$ cat src/rtl/button_event_decoder.sv
// Turns a debounced button level into press/short/long/repeat/release pulses and a press counter.
// One cycle from the sampling edge to each registered output. No backpressure: every pulse lasts one cycle.
module button_event_decoder #(
  parameter int LONG_CYCLES   = 50_000_000,
  parameter int REPEAT_CYCLES = 20_000_000,
  parameter int TIMER_W       = 26,
  parameter int CNT_W         = 8
) (
  input  logic             clk,
  input  logic             reset_count,
  input  logic             db_in,
  input  logic             clr_count,
  output logic             press_tick,
  output logic             short_press,
  output logic             long_press,
  output logic             repeat_tick,
  output logic             release_tick,
  output logic             held,
  output logic [CNT_W-1:0] press_count
);

  typedef enum logic [1:0] {IDLE, PRESSED, LONG} state_t;

  localparam logic [TIMER_W-1:0] LONG_LAST   = TIMER_W'(LONG_CYCLES - 1);
  localparam logic [TIMER_W-1:0] REPEAT_LAST = TIMER_W'(REPEAT_CYCLES - 1);

  state_t             state, state_nxt;
  logic [TIMER_W-1:0] hold_cnt, hold_nxt;
  logic               db_d;
  logic               press_nxt, short_nxt, long_nxt, repeat_nxt, release_nxt;
  logic               cnt_inc;

  always_comb begin
    state_nxt   = state;
    hold_nxt    = hold_cnt;
    press_nxt   = 1'b0;
    short_nxt   = 1'b0;
    long_nxt    = 1'b0;
    repeat_nxt  = 1'b0;
    release_nxt = 1'b0;
    cnt_inc     = 1'b0;
    case (state)
      IDLE: begin
        if (db_in && !db_d) begin
          state_nxt = PRESSED;
          hold_nxt  = '0;
          press_nxt = 1'b1;
        end
      end
      PRESSED: begin
        // Release is tested first so a release on the threshold edge is still a short press.
        if (!db_in) begin
          state_nxt   = IDLE;
          short_nxt   = 1'b1;
          release_nxt = 1'b1;
          cnt_inc     = 1'b1;
        end else if (hold_cnt == LONG_LAST) begin
          state_nxt = LONG;
          long_nxt  = 1'b1;
          hold_nxt  = '0;
          cnt_inc   = 1'b1;
        end else begin
          hold_nxt = hold_cnt + 1'b1;
        end
      end
      LONG: begin
        if (!db_in) begin
          state_nxt   = IDLE;
          release_nxt = 1'b1;
        end else if (hold_cnt == REPEAT_LAST) begin
          repeat_nxt = 1'b1;
          hold_nxt   = '0;
        end else begin
          hold_nxt = hold_cnt + 1'b1;
        end
      end
      default: state_nxt = IDLE;
    endcase
  end

  // db_d resets high so a button held through reset needs a fresh rise.
  always_ff @(posedge clk or posedge reset_count) begin
    if (reset_count) begin
      state        <= IDLE;
      hold_cnt     <= '0;
      db_d         <= 1'b1;
      press_tick   <= 1'b0;
      short_press  <= 1'b0;
      long_press   <= 1'b0;
      repeat_tick  <= 1'b0;
      release_tick <= 1'b0;
      held         <= 1'b0;
      press_count  <= '0;
    end else begin
      state        <= state_nxt;
      hold_cnt     <= hold_nxt;
      db_d         <= db_in;
      press_tick   <= press_nxt;
      short_press  <= short_nxt;
      long_press   <= long_nxt;
      repeat_tick  <= repeat_nxt;
      release_tick <= release_nxt;
      held         <= (state_nxt != IDLE);
      if (clr_count)
        press_count <= '0;
      else if (cnt_inc)
        press_count <= press_count + CNT_W'(1);
    end
  end

endmodule

$ cat config.mk
export PLATFORM = sky130hd
export DESIGN_NAME = button_event_decoder
export DESIGN_NICKNAME = d
export VERILOG_FILES = /design/src/rtl/button_event_decoder.sv
export SDC_FILE = /design/constraint.sdc
export NUM_CORES = 1
export LEC_CHECK = 0
export CORE_ASPECT_RATIO = 1.25
export CORE_MARGIN = 2
export CORE_UTILIZATION = 25
export CTS_CLUSTER_DIAMETER = 60
export CTS_CLUSTER_SIZE = 12
export DETAILED_ROUTE_END_ITERATION = 8
export PLACE_DENSITY = 0.51
export SLEW_MARGIN = 20
export SYNTH_ARGS = -nofsm -noshare
export SYNTH_HDL_FRONTEND = slang
export SYNTH_SLANG_ARGS = --single-unit
$ cat constraint.sdc
create_clock -name clk -period 4.71 [get_ports clk]
set_clock_uncertainty 0.2 [all_clocks]
set_input_delay 0.942 -clock clk [delete_from_list [all_inputs] [get_ports clk]]
set_output_delay 0.942 -clock clk [all_outputs]
set_load 0.03 [all_outputs]
==> flow_metrics.tcl <==
set metrics [dict create \
    slew_headroom_pct 38.3 \
    nets 281 \
    synth.cell_area_um2 2320 \
    end_kind "flip-flop" \
    yosysSeqAreaShare_pct 46.5 \
    fillers 971 \
    root_buffer "clkbuf_16" \
    cpLargestDelayFamily "simple AND/OR/NAND/NOR gates" \
    port-buffer-count 17 \
    hpwl_mm 3.81 \
    rr_startpoint "state[1]" \
    routabilityCongestion 0.780 \
    syn_to_final_growth_pct 19.6 \
    cts_setup_buffers 0 \
    crit_buf_inv 2 \
    cap_violations 0 \
    cts-resized-gates 0 \
    cts_hold_buf 0 \
    fmax_ghz 0.302 \
    pin_count 18 \
    clock_latency_ps 280 \
    dieArea_um2 10100 \
    cts_sinks 43 \
    min_from "hold_cnt[1]" \
    first_pass_iters 4 \
    stdcell_area_um2 2770 \
    peakVddDrop_mv 0.116 \
    cts_tree "built" \
    diodes 0 \
    leakage_uw 0.00120 \
    cts-htree-levels 2 \
    grt_usage_pct 11.5 \
    syn_nets 263 \
    rr_worst_depth 9 \
    critPathLaunchType "primary input" \
    final.setup.tns_ps 0 \
    slew_viol_final 0 \
    syn_area_per_cell_um2 9.20 \
    hold_viol 0 \
    crit_type "in2reg" \
    critPathSlowestCell "clkdlybuf4s50_1" \
    drcViolationCount 0 \
    finalPower_uw 1020 \
    setup_viol 0 \
    cp_max_fo 21 \
    antenna_left 0 \
    slowest_delay_ps 630 \
    drt-initial-drc-count 111 \
    clock_path_buffers 2 \
    placement.cell_area_um2 2630 \
    vias 1900 \
    std_cell_rows 39 \
    cts_buffers 5 \
    final_util_pct 30.5 \
    fp.dieW_um 90.1 \
    grt_max_degree 44 \
    yosys_warnings 0 \
    status "complete, no violations" \
    rrSetupSlack_ps 1790 \
    worstMarginPinSlew_ps 924 \
    cpMostUsedCell "a21oi_1" \
    die_h_um 112 \
    grt-ovfl-total 0 \
    cp.required_ps 4720 \
    drive_above_1_share_pct 4.43 \
    crit_chain "clkdlybuf4s50_1 > o21bai_1 > a21oi_1 > or2_1 > buf_4 > or3_1 > or4_1 > a21oi_1" \
    r2r-end "hold_cnt[22]" \
    postSynthCellCount 252 \
    grt_pass1_wl_mm 9.38 \
    grt_pass1_vias 1899 \
    core_area_um2 9080 \
    powerDensity_nw_per_um2 368 \
    wl_per_cell_um 13.8 \
    rsz0062_at_grt "false" \
    arrival_ps 3320 \
    antenna_found_initial 0 \
    period_share_pct 70.4 \
    vias_per_cell 4.82 \
    fin_crit_ps 3320 \
    ys_ff_latch 43 \
    hold_depth 2 \
    hold_path_end "hold_cnt[1]" \
    start_util_pct 25.5 \
    ys_types 42 \
    hold_class "reg2reg" \
    drt-total-wl_mm 5.45 \
    clk_pin_slew_worst_paths_ps 60 \
]
==> worst max path at each step <==
stage                     slack (ps)           end  cells past startpoint  start
after floorplan                 2090  hold_cnt[22]                      6  db_in
after global placement          1150  hold_cnt[22]                      8  db_in
after detailed placement        1110  hold_cnt[22]                      8  db_in
after CTS                       1410  hold_cnt[22]                      8  db_in
after global routing            1260  hold_cnt[22]                      8  db_in
final                           1390  hold_cnt[22]                      8  db_in
==> per-stage QoR <==
stage | worst slack, ps | hold slack [ps] | instances
finish | 1390 | 350 | 394
global route | 1260 | 376 | 394
CTS | 1410 | 350 | 394
detailed placement | 1110 | 334 | 386
global placement | 1150 | 334 | 386
floorplan | 2090 | 287 | 252
==> state kept, by name (all words and copies together), names as in the netlist <==
signal / flops
held: 1
state: 2
long_press: 1
repeat_tick: 1
short_press: 1
press_tick: 1
hold_cnt: 26
release_tick: 1
db_d: 1
press_count: 8
==> layout make-up <==
class | count | area (um^2) | share of cell area, %
well taps | 123 | 154 | 5.55
clock inverters | 1 | 5.00 | 0.181
clock buffers | 7 | 143 | 5.14
inverters | 9 | 33.8 | 1.22
multi-input cells | 192 | 1170 | 42.4
repair buffers | 19 | 185 | 6.68
flip-flops and latches | 43 | 1080 | 38.9
==> Yosys cell counts <==
library cell  count  area share (%)
a21o_1            4             1.3
a21oi_1           9             1.9
a22o_1            6             2.3
a31oi_1           2            0.54
and2_0            1            0.27
and2_1            3            0.81
and2b_1           3            0.97
and3_1           13             3.5
and4_1            3             1.1
and4b_1           1            0.43
buf_1             1            0.16
buf_2             2            0.43
clkbuf_1          5            0.81
dfrtp_1          42              45
dfstp_2           1             1.1
ha_1              7             3.8
inv_1             9             1.5
mux2i_1           1            0.43
nand2_1          23             3.7
nand2b_1          2            0.54
nand3_1          15             3.2
nand4_1          12             3.2
nor2_1           26             4.2
nor2b_1           3            0.81
nor3_1            5             1.1
nor4_1            6             1.6
nor4bb_1          2            0.86
o211ai_1          2            0.65
o21a_1            2            0.65
o21ai_0          10             2.2
o21ai_1           2            0.43
o21bai_1          1            0.32
o22ai_1           2            0.54
o2bb2ai_1         1            0.38
o31a_1            1            0.38
o31ai_1           2            0.65
or2_1             1            0.27
or2_2             1            0.27
or3_1             2            0.54
or4_1             1            0.32
xnor2_1           6             2.3
xor2_1           11             4.2
==> worst register-to-register path: cells and delay by family, from the launching register on <==
| family | cells | cell delay, ps |
|---|---|---|
| fa+ha+maj | 1 | 360 |
| flops | 1 | 410 |
| buf+inv | 2 | 290 |
| compound gates | 3 | 470 |
| simple gates | 3 | 1110 |
==> routing by layer <==
metal,GRT usage (%),up-vias,wire [um]
met5,0,-,0
met4,4.92,0,125
met3,2.77,10,242
met2,19.7,48,2670
met1,13.7,910,2420
li1,-,932,-
==> cell usage in the layout, fill, tap and decap left out, types with 2 or more instances in the layout <==
cell type and instances:
xnor2_1 6, nand2_1 23, and4_1 3, o21ai_0 10, clkbuf_16 5, and2_1 3, clkdlybuf4s50_1 17, nor2b_1 3
nor2_1 26, nor3_1 5, and2b_1 3, inv_1 8, nor4bb_1 2, o211ai_1 2, buf_4 2, dfrtp_1 42
o22ai_1 2, or3_1 2, a21o_1 4, and3_1 13, o21ai_1 2, ha_1 7, nand3_1 15, a31oi_1 2
nand4_1 12, nand2b_1 2, xor2_1 11, a21oi_1 9, o21a_1 2, o31ai_1 2, nor4_1 6, a22o_1 6
==> kinds of logic after synthesis <==
logic type,after synthesis,share of synthesized area (%)
muxes,1,0.432
buffers and inverters,17,2.86
DFF,43,46.5
AOI/OAI and AO/OA,44,12.2
and+or+nand+nor,123,27.8
xor gates and xnor gates,17,6.42
adders and majority gates,7,3.78
==> power breakdown <==
part / switching (uW) / internal (uW)
clock network: 142 / 210
logic: 172 / 87.2
registers: 17.6 / 392
total: 332 / 689
Power figures use the tool's default switching activity.
